<file path="src/rtl/interleaver_pkg.sv">
// Shared definitions for the ping-pong 802.11a interleaver: RATE codes,
// the per-rate symbol geometry lookup and the default bank depth.
package interleaver_pkg;

  localparam int NCBPS_MAX_DEFAULT = 288;

  localparam logic [3:0] RATE_6M  = 4'b1101;
  localparam logic [3:0] RATE_9M  = 4'b1111;
  localparam logic [3:0] RATE_12M = 4'b0101;
  localparam logic [3:0] RATE_18M = 4'b0111;
  localparam logic [3:0] RATE_24M = 4'b1001;
  localparam logic [3:0] RATE_36M = 4'b1011;
  localparam logic [3:0] RATE_48M = 4'b0001;
  localparam logic [3:0] RATE_54M = 4'b0011;

  // Symbol geometry: coded bits per symbol, that value divided by 16, and s
  typedef struct packed {
    logic [8:0] n;
    logic [4:0] n16;
    logic [1:0] s;
  } rate_cfg_t;

  // Unknown codes fall back to the 6 Mbit/s geometry
  function automatic rate_cfg_t rate_to_ncbps(input logic [3:0] rate);
    rate_cfg_t cfg;
    case (rate)
      RATE_12M, RATE_18M: cfg = '{n: 9'd96,  n16: 5'd6,  s: 2'd1};
      RATE_24M, RATE_36M: cfg = '{n: 9'd192, n16: 5'd12, s: 2'd2};
      RATE_48M, RATE_54M: cfg = '{n: 9'd288, n16: 5'd18, s: 2'd3};
      RATE_6M, RATE_9M:   cfg = '{n: 9'd48,  n16: 5'd3,  s: 2'd1};
      default:            cfg = '{n: 9'd48,  n16: 5'd3,  s: 2'd1};
    endcase
    return cfg;
  endfunction

endpackage

</file>
<file path="src/rtl/interleaver_perm.sv">
// Combinational 802.11a interleaver permutation k -> P(k).
// Because i is built as (N/16)*(k mod 16) + floor(k/16) with floor(k/16) < N/16,
// floor(16*i/N) is exactly k mod 16, so no divider by N is needed. The only
// remaining division is by the constant s (1, 2 or 3).
module interleaver_perm
  import interleaver_pkg::*;
#(
  parameter int AW = 9
) (
  input  logic [AW-1:0] k_i,
  input  logic [AW-1:0] n_i,
  input  logic [4:0]    n16_i,
  input  logic [1:0]    s_i,
  output logic [AW-1:0] p_o
);

  logic [AW-1:0] kmod;
  logic [AW-1:0] kdiv;
  logic [AW-1:0] n16;
  logic [AW-1:0] i_val;
  logic [AW:0]   t_val;
  logic [1:0]    i_rem;
  logic [1:0]    t_rem;

  // Remainder modulo s for s in {1,2,3}
  function automatic logic [1:0] mod_s(input logic [AW:0] v, input logic [1:0] s);
    logic [AW:0] r;
    case (s)
      2'd2:    r = {{AW{1'b0}}, v[0]};
      2'd3:    r = v % (AW+1)'(3);
      default: r = '0;
    endcase
    return r[1:0];
  endfunction

  // First and second permutation steps, j = i - (i mod s) + ((i + N - k mod 16) mod s)
  always_comb begin
    kmod  = {{(AW-4){1'b0}}, k_i[3:0]};
    kdiv  = k_i >> 4;
    n16   = {{(AW-5){1'b0}}, n16_i};
    i_val = n16 * kmod + kdiv;
    t_val = {1'b0, i_val} + {1'b0, n_i} - {1'b0, kmod};
    i_rem = mod_s({1'b0, i_val}, s_i);
    t_rem = mod_s(t_val, s_i);
    p_o   = i_val - {{(AW-2){1'b0}}, i_rem} + {{(AW-2){1'b0}}, t_rem};
  end

endmodule

</file>
<file path="src/rtl/interleaver_pp.sv">
// Ping-pong 802.11a bit interleaver. One bank is filled (permuted write)
// while the other is read out sequentially, so samples stream at one per clock.
// Optional deinterleave mode is compiled in with INTERLEAVER_DEINT_EN: the
// Deint input selects sequential write plus permuted read for that symbol.
module interleaver_pp
  import interleaver_pkg::*;
#(
  parameter int W         = 1,
  parameter int NCBPS_MAX = NCBPS_MAX_DEFAULT,
  parameter int AW        = 9
) (
  input  logic         Clk,
  input  logic         Reset,
  input  logic         Start,
  input  logic [W-1:0] x,
  input  logic [3:0]   Rate,
`ifdef INTERLEAVER_DEINT_EN
  input  logic         Deint,
`endif
  output logic [W-1:0] y,
  output logic         Valid,
  output logic         Sym_First,
  output logic [8:0]   Ncbps
);

  localparam int DEPTH = 2 * NCBPS_MAX;

  rate_cfg_t       rate_cfg;
  logic [1:0][8:0] bank_n_q, bank_n_d;
  logic [1:0][4:0] bank_n16_q, bank_n16_d;
  logic [1:0][1:0] bank_s_q, bank_s_d;
  logic [1:0]      full_q, full_d;
  logic [AW-1:0]   wr_cnt_q, wr_cnt_d;
  logic [AW-1:0]   rd_cnt_q, rd_cnt_d;
  logic            wr_bank_q, wr_bank_d;
  logic            rd_bank_q, rd_bank_d;
`ifdef INTERLEAVER_DEINT_EN
  logic [1:0]      bank_deint_q, bank_deint_d;
  logic            wr_deint;
  logic            rd_deint;
  logic [AW-1:0]   perm_rd;
`endif
  logic [8:0]      wr_n;
  logic [4:0]      wr_n16;
  logic [1:0]      wr_s;
  logic [8:0]      rd_n;
  logic            rd_go;
  logic [AW-1:0]   perm_wr;
  logic [AW-1:0]   wr_addr;
  logic [AW-1:0]   rd_addr;
  logic [W-1:0]    mem_q [DEPTH];
  logic [W-1:0]    rd_data_p1;
  logic            vld_p1;
  logic            first_p1;
  logic [8:0]      ncbps_p1;

  // Flat RAM index: bank 1 sits above bank 0
  function automatic logic [AW:0] bank_index(input logic bank, input logic [AW-1:0] addr);
    return bank ? (AW+1)'(NCBPS_MAX) + {1'b0, addr} : {1'b0, addr};
  endfunction

  // Write-side geometry: live Rate on the first sample, latched value afterwards
  always_comb begin
    rate_cfg = rate_to_ncbps(Rate);
    if (wr_cnt_q == '0) begin
      wr_n   = rate_cfg.n;
      wr_n16 = rate_cfg.n16;
      wr_s   = rate_cfg.s;
    end else begin
      wr_n   = bank_n_q[wr_bank_q];
      wr_n16 = bank_n16_q[wr_bank_q];
      wr_s   = bank_s_q[wr_bank_q];
    end
  end

  assign rd_n  = bank_n_q[rd_bank_q];
  assign rd_go = full_q[rd_bank_q];

  interleaver_perm #(.AW(AW)) u_perm_wr (
    .k_i   (wr_cnt_q),
    .n_i   (AW'(wr_n)),
    .n16_i (wr_n16),
    .s_i   (wr_s),
    .p_o   (perm_wr)
  );

`ifdef INTERLEAVER_DEINT_EN
  assign wr_deint = (wr_cnt_q == '0) ? Deint : bank_deint_q[wr_bank_q];
  assign rd_deint = bank_deint_q[rd_bank_q];

  interleaver_perm #(.AW(AW)) u_perm_rd (
    .k_i   (rd_cnt_q),
    .n_i   (AW'(rd_n)),
    .n16_i (bank_n16_q[rd_bank_q]),
    .s_i   (bank_s_q[rd_bank_q]),
    .p_o   (perm_rd)
  );

  assign wr_addr = wr_deint ? wr_cnt_q : perm_wr;
  assign rd_addr = rd_deint ? perm_rd : rd_cnt_q;
`else
  assign wr_addr = perm_wr;
  assign rd_addr = rd_cnt_q;
`endif

  // Counter, bank-select and full-flag next state for both sides
  always_comb begin
    wr_cnt_d   = wr_cnt_q;
    wr_bank_d  = wr_bank_q;
    rd_cnt_d   = rd_cnt_q;
    rd_bank_d  = rd_bank_q;
    full_d     = full_q;
    bank_n_d   = bank_n_q;
    bank_n16_d = bank_n16_q;
    bank_s_d   = bank_s_q;
`ifdef INTERLEAVER_DEINT_EN
    bank_deint_d = bank_deint_q;
`endif
    if (Start) begin
      if (wr_cnt_q == '0) begin
        bank_n_d[wr_bank_q]   = wr_n;
        bank_n16_d[wr_bank_q] = wr_n16;
        bank_s_d[wr_bank_q]   = wr_s;
`ifdef INTERLEAVER_DEINT_EN
        bank_deint_d[wr_bank_q] = wr_deint;
`endif
      end
      if (wr_cnt_q == AW'(wr_n - 9'd1)) begin
        full_d[wr_bank_q] = 1'b1;
        wr_cnt_d          = '0;
        wr_bank_d         = ~wr_bank_q;
      end else begin
        wr_cnt_d = wr_cnt_q + 1'b1;
      end
    end
    if (rd_go) begin
      if (rd_cnt_q == AW'(rd_n - 9'd1)) begin
        full_d[rd_bank_q] = 1'b0;
        rd_cnt_d          = '0;
        rd_bank_d         = ~rd_bank_q;
      end else begin
        rd_cnt_d = rd_cnt_q + 1'b1;
      end
    end
  end

  // Control state register
  always_ff @(posedge Clk or negedge Reset) begin
    if (!Reset) begin
      wr_cnt_q   <= '0;
      wr_bank_q  <= 1'b0;
      rd_cnt_q   <= '0;
      rd_bank_q  <= 1'b0;
      full_q     <= '0;
      bank_n_q   <= '0;
      bank_n16_q <= '0;
      bank_s_q   <= '0;
`ifdef INTERLEAVER_DEINT_EN
      bank_deint_q <= '0;
`endif
    end else begin
      wr_cnt_q   <= wr_cnt_d;
      wr_bank_q  <= wr_bank_d;
      rd_cnt_q   <= rd_cnt_d;
      rd_bank_q  <= rd_bank_d;
      full_q     <= full_d;
      bank_n_q   <= bank_n_d;
      bank_n16_q <= bank_n16_d;
      bank_s_q   <= bank_s_d;
`ifdef INTERLEAVER_DEINT_EN
      bank_deint_q <= bank_deint_d;
`endif
    end
  end

  // Sample RAM write port
  always_ff @(posedge Clk) begin
    if (Start) mem_q[bank_index(wr_bank_q, wr_addr)] <= x;
  end

  // ---- stage p1: registered RAM read ----
  // RAM read data (not reset, contents are don't-care until valid)
  always_ff @(posedge Clk) begin
    rd_data_p1 <= mem_q[bank_index(rd_bank_q, rd_addr)];
  end

  // Read-side valid, first-sample flag and symbol size travelling with the data
  always_ff @(posedge Clk or negedge Reset) begin
    if (!Reset) begin
      vld_p1   <= 1'b0;
      first_p1 <= 1'b0;
      ncbps_p1 <= '0;
    end else begin
      vld_p1   <= rd_go;
      first_p1 <= rd_go && (rd_cnt_q == '0);
      if (rd_go) ncbps_p1 <= rd_n;
    end
  end

  // ---- stage p2: output register ----
  // Output register; Ncbps holds the size of the most recent symbol
  always_ff @(posedge Clk or negedge Reset) begin
    if (!Reset) begin
      y         <= '0;
      Valid     <= 1'b0;
      Sym_First <= 1'b0;
      Ncbps     <= '0;
    end else begin
      y         <= vld_p1 ? rd_data_p1 : '0;
      Valid     <= vld_p1;
      Sym_First <= first_p1;
      if (vld_p1) Ncbps <= ncbps_p1;
    end
  end

endmodule
</file>
<file path="config.mk">
export PLATFORM = sky130hd
export DESIGN_NAME = interleaver_pp
export DESIGN_NICKNAME = d
export VERILOG_FILES = /design/src/rtl/interleaver_pkg.sv /design/src/rtl/interleaver_perm.sv /design/src/rtl/interleaver_pp.sv
export SDC_FILE = /design/constraint.sdc
export NUM_CORES = 1
export LEC_CHECK = 0
export ABC_AREA = 0
export CORE_MARGIN = 3
export CORE_UTILIZATION = 62
export DETAILED_ROUTE_END_ITERATION = 8
export PLACE_DENSITY = 0.85
export SYNTH_ARGS = -nofsm -noshare
export SYNTH_HDL_FRONTEND = slang
export SYNTH_HIERARCHICAL = 1
export SYNTH_SLANG_ARGS = --single-unit
</file>
<file path="constraint.sdc">
create_clock -name Clk -period 31.2 [get_ports Clk]
set_clock_uncertainty 0.2 [all_clocks]
set_input_delay 7.8 -clock Clk [delete_from_list [all_inputs] [get_ports Clk]]
set_output_delay 7.8 -clock Clk [all_outputs]
set_load 0.1 [all_outputs]
</file>
; Yosys cells after proc, flatten, opt, wreduce, memory -nomap -nowiden
; Memories as Yosys holds them, arrays and structs flattened. A register that Yosys moved wholly into a read port is not among the register bits.
; Cells that the tools add are included.
[totals]
register_bits = 77
mem_bits_rw = 576
romBits = 192
input_bits = 8
output_inout_bits = 12
word_cells = 94
n_memories = 2
[classes]
n_addsub = 11
n_mul = 1
n_div = 2
order_cmp = 4
eq_ne = 4
n_mux = 39
bitwise_logic = 5
reduce_logical = 8
[mem_list]
columns = name, depth, width, rd, rd_clocked_by_memory_dff, wr, line_no
row1 = mem_q, 576, 1, 1, 1, 1, interleaver_pp.sv:51  ; logic [W-1:0] mem_q [DEPTH];
row2 = (no name shown), 16, 12, 1, 0, 0, interleaver_pkg.sv:26  ; case (rate)
[op_table]
columns = cell, n
row1 = $mux 9, 8
row2 = $add 9x9->10 const A, 2
row3 = $mux 10, 2
row4 = $mux 5, 4
row5 = $add 9x1->9 const B, 2
row6 = $bwmux 18, 1
row7 = $eq 9x9->1, 2
row8 = $logic_not 9->1, 2
row9 = $sub 9x1->9 const B, 2
row10 = $mux 2, 8
row11 = $add 9x9->10, 1
row12 = $bwmux 10, 1
row13 = $mod 10x2->10 const B, 1
row14 = $mod 9x2->10 const B, 1
row15 = $sub 10x4->10, 1
row16 = $add 9x2->9, 1
row17 = $add 9x5->9, 1
row18 = $demux 9 s1, 1
row19 = $mul 5x4->9, 1
row20 = $sub 9x2->9, 1
row21 = $pmux 2 s2, 2
row22 = $mux 1, 7
row23 = $reduce_and 2->1, 3
row24 = $demux 5 s1, 1
row25 = other kinds (11), 18

; Logic depth before layout (Yosys ltp)
[logic_depth]
depth_word = 12
mapped_depth = 59
mapped_depth_nobuf = 56

; By module
; Netlist, hierarchy kept.
[by_module_without_submodules]
columns = mod, instances, cells_each, area_per_inst_um2, seq_area_each_um2
row1 = interleaver_pp, 1, 2207, 29386.9, 19243.5
row2 = interleaver_perm, 1, 499, 3683.5, 0.0

; Worst setup path before layout
; Ideal clock, no wire load.
[synth_path]
path_type = input to register
from = input port Rate[2]
to = memory mem_q[421], enable pin
setup_time_ns = 0.300
t_arrival_ns = 18.600
setup_slack_ns = 12.100
cell_stages = 51
path_buffers = 4
cell_sequence = nand3b_1 -> nor3_2 -> a21oi_1 -> nand2_1 -> fa_1 -> fa_1 -> inv_1 -> fa_1 -> ha_1 -> buf_6 -> xor2_1 -> clkinv_1 -> clkbuf_1 -> ha_1 -> nor2b_1 -> o221a_2 -> o32a_1 -> buf_6 -> [15 not listed] -> nand3b_1 -> fa_1 -> fa_1 -> a21oi_1 -> nor2_1 -> nor2_1 -> nor2b_1 -> o21a_1 -> o21ai_0 -> a21oi_1 -> nor3_1 -> a21oi_1 -> xnor2_1 -> nand2_1 -> o21ai_0 -> nand2_1 -> clkbuf_1 -> nor2_1
[synth_between]
elab_chain_cells = 11
word_cells_on_any_way = 18
classes_between = 6 x add/sub / 1 x mul / 2 x div / 2 x eq/ne / 6 x mux / 1 x memory
[synth_lines]
columns = item, line_no
row1 = "start, declared", interleaver_pp.sv:16  ; input logic [3:0] Rate,
row2 = $mem_v2 16x12 (*), --
row3 = $mux 5 (*), interleaver_pp.sv:65  ; if (wr_cnt_q == '0) begin
row4 = net wr_n16[1], interleaver_pp.sv:44  ; logic [4:0] wr_n16;
row5 = $mul 5x4->9 (*), interleaver_perm.sv:41  ; i_val = n16 * kmod + kdiv;
row6 = $add 9x5->9 (*), interleaver_perm.sv:41
row7 = $add 9x9->10, interleaver_perm.sv:42  ; t_val = {1'b0, i_val} + {1'b0, n_i} - {1'b0, kmod};
row8 = $sub 10x4->10, interleaver_perm.sv:42
row9 = $mod 10x2->10, interleaver_perm.sv:30  ; 2'd3: r = v % (AW+1)'(3);
row10 = $pmux 2 s2, interleaver_perm.sv:28  ; case (s)
row11 = $add 9x2->9 (*), interleaver_perm.sv:45  ; p_o = i_val - {{(AW-2){1'b0}}, i_rem} + {{(AW-2){1'b0}}, t_rem};
row12 = net perm_wr[8], interleaver_pp.sv:48  ; logic [AW-1:0] perm_wr;
row13 = $add 9x9->10, interleaver_pp.sv:59  ; return bank ? (AW+1)'(NCBPS_MAX) + {1'b0, addr} : {1'b0, addr};
row14 = $mux 10 (*), interleaver_pp.sv:59
row15 = "end, declared", interleaver_pp.sv:51
; Mark *: on every way through the listed nets, which the timed path passes. The rest lies on a longest branch.

; Worst setup path after layout
[layout_path]
from = input port Rate[2]
to = memory mem_q[498], enable pin
; Same word-level chain as after synthesis.

==> summary.txt <==
die area -> 0.05615 mm^2
Switching Share -> 37.55%
final wirelength -> 84260 um
drt initial violations -> 3505
RSZ-0062 raised after global routing -> false
# Max-Cap Violations -> 0
Filler cells -> 3417
final hold viol count -> 0
relative slew slack -> 10.18%
cell taking the most area after synthesis -> edfxtp_1
clock slew at reported path FFs -> 0.07 ns
WHS -> 0.1562 ns
Mapped Area -> 0.03307 mm^2
largest cells by area after synthesis -> edfxtp_1, mux4_2, nor2_1, dfrtp_1, mux2i_1
grt total ovfl -> 0
Worst path slowest cell -> nand2_1
number of synthesized flops with an enable pin -> 576
DRC -> 0
Syn Nets -> 2785
Clk Latency, worst-skew pair -> 0.62 ns
clk buf depth -> 3
Slew @ Worst Pin -> 1.344 ns
1st-pass router iterations -> 6
largest net degree at the start of global routing -> 157
vias per cell -> 6.869
final HPWL from detailed placement -> 50740 um
first-pass GRT wire length -> 130200 um
CP Capture Type -> flop
sequential fraction of the synthesis area -> 58.19%
Tot GR Track Use -> 29.89%
fin crit share -> 72.42%
register share of total power -> 37.5%
Hold/Removal Path Class -> reg2reg
die height -> 237.0 um
I/O Buffers -> 18
core area -> 0.05266 mm^2
synth unique cells -> 111
post-synth top area share -> 52.30%
Switch Pwr -> 983.5 uW
Rows -> 84
initial antenna violation count -> 1
Tmin final -> 22.59 ns
Fmax -> 44.26 MHz
CTS sink count -> 654
Max stage delay on crit path -> 0.89 ns
Leakage -> 11.60 nW
Final #Nets -> 2699
Buf/Inv on CP -> 4
post-detailed-route count of antenna-violating nets -> 0
combinational share of power -> 35.2%
crit path DAT -> 22.69 ns
CTS Root Cell -> clkbuf_16
worst vdd ir -> 0.07255 mV
share of flip-flops with an asynchronous set or reset -> 11.77%
hold buffer count at CTS -> 0
fraction of layout cells with a size suffix above 1 -> 12.06%
Main synth FF type -> edfxtp_1
synthesized area per cell -> 12.22 um^2
synth warn -> 6
post_cts resized -> 0
vias in the first global route -> 22800
via count -> 23070
Post-CTS Setup Bufs -> 0
WP data required -> 31.29 ns
PD cells -> 73.93 mW/mm^2
Inserted Clock Buffers -> 59
synth-to-layout area growth -> 7.117%
outcome -> complete, no violations
Wirelength per Cell -> 25.08 um
Final TNS setup -> 0 ns
Die W -> 237.0 um
I/O pin count -> 20
TritonCTS clock tree -> yes
synthesized instance count -> 2706
commonest non-fill, non-tap cell in the layout -> nor2_1
Starting Density -> 62.81%
final setup vio count -> 0
most frequent cells in the layout -> nor2_1, edfxtp_1, nand2_1
internal power -> 1.635 mW
WS Path Type -> in2reg
CP Max Fanout -> 32
element type at the critical path start -> input pin
clock share of power -> 27.2%
Synth Register Bits -> 654
fin. max-slew vios -> 0
Largest delay share family, worst path -> simple AND/OR/NAND/NOR gates
routability cong. -> 0.9018
H-tree depth -> 2
## stage by stage
step	utilization, %	std cells	total power [mW]	worst slack [ns]	instance area (um^2)
finish	67.27	3359	2.619	8.605	35420
global placement	63.68	3246	1.841	8.908	33530
CTS	67.26	3357	2.593	9.037	35410
global route	67.27	3359	2.730	7.677	35420
detailed placement	63.68	3246	1.889	8.460	33530
floorplan	-	2706	1.671	12.10	33070
## per-layer routing
| layer | up-vias | GRT usage [%] | routed length, um | share of wire, % |
|---|---|---|---|---|
| li1 | 9807 | - | - | - |
| met1 | 11250 | 39.39 | 29660 | 35 |
| met2 | 1693 | 48.32 | 40390 | 48 |
| met3 | 328 | 7.361 | 10490 | 12 |
| met4 | 0 | 11.84 | 3713 | 4.4 |
| met5 | - | 0 | 0 | 0 |
## flip-flops by register name, indices dropped and copies added, names as in the netlist
register and cells:
ncbps_p1 9, bank_s_q 4, y 1, full_q 2, wr_cnt_q 9, Sym_First 1
Valid 1, first_p1 1, wr_bank_q 1, bank_n16_q 10, rd_addr 9, rd_data_p1 1
rd_bank_q 1, vld_p1 1, Ncbps 9, mem_q 576, bank_n_q 18
## Yosys cell counts (all sizes together) (13+ instances only)
cell and n:
nor2 661, edfxtp 576, nand2 164, clkbuf 142, mux4 121, a21oi 79
mux2i 78, dfrtp 77, inv 62, ha 55, o21ai 49, buf 48
nor3 42, xnor2 35, and2 32, mux2 30, nand3 30, a21o 28
a211oi 24, nand4 21, or3 20, a22oi 17, nor2b 17, o22ai 17
xor2 17, fa 16, nand2b 15, nor3b 13, nor4 13
## path summary, 6_finish.rpt
| kind | cells after the start | startpoint | end | slack (ns) |
|---|---|---|---|---|
| worst max-delay path | 49 | Rate[2] | mem_q[498] | 8.61 |
| worst min-delay path | 0 | first_p1 | Sym_First | 0.16 |
| worst max register to register | 50 | wr_cnt_q[0] | mem_q[498] | 15.02 |
| worst min register to register | 0 | first_p1 | Sym_First | 0.16 |
| max in group asynchronous | 1 | Reset | rd_addr[0] | 22.91 |
| min in group asynchronous | 1 | Reset | bank_s_q[2] | 7.14 |
## logic make-up (layout without fill, tap and decap cells)
kind of cell	Yosys count	after routing	share of synthesized area, %
AO/OA/AOI/OAI	366	366	7.975
XOR/XNOR	56	56	1.676
adder cells (fa/ha/maj)	72	72	3.080
buffers and inverters	255	219	3.083
flip-flops	654	654	58.19
multiplexers	229	229	11.62
other	0	1	0
AND/OR/NAND/NOR	1074	1074	14.37
## cell type report
type                       count  area (um^2)  area share, %
antenna                        1        2.502       0.007064
tap                          688        860.8          2.430
clock buffer                  75         1595          4.503
sequential                   654        19250          54.35
inverter                      65        244.0         0.6888
multi-input combinational   1797        12810          36.16
clock inverter                36        287.8         0.8124
timing repair buffer          43        370.4          1.045
## worst register-to-register path, delay by kind of cell, from the launching register on
family	cells	cell delay (ns)
buffers and inverters	4	0.98
xor gates and xnor gates	3	1.01
muxes	1	0.16
AOI/OAI and AO/OA	14	3.91
DFF	1	0.54
adders and majority gates	10	4.07
and+or+nand+nor	18	4.98
## power groups by stage
stage | combinational (mW) | sequential (mW) | clock (mW)
after floorplan | 0.677 | 0.994 | 0
after global placement | 0.841 | 1.00 | 0
after detailed placement | 0.887 | 1.00 | 0
after CTS | 0.898 | 0.983 | 0.712
after global routing | 1.00 | 0.984 | 0.744
final | 0.923 | 0.983 | 0.713
No activity file was read; power rests on OpenSTA's default activity.
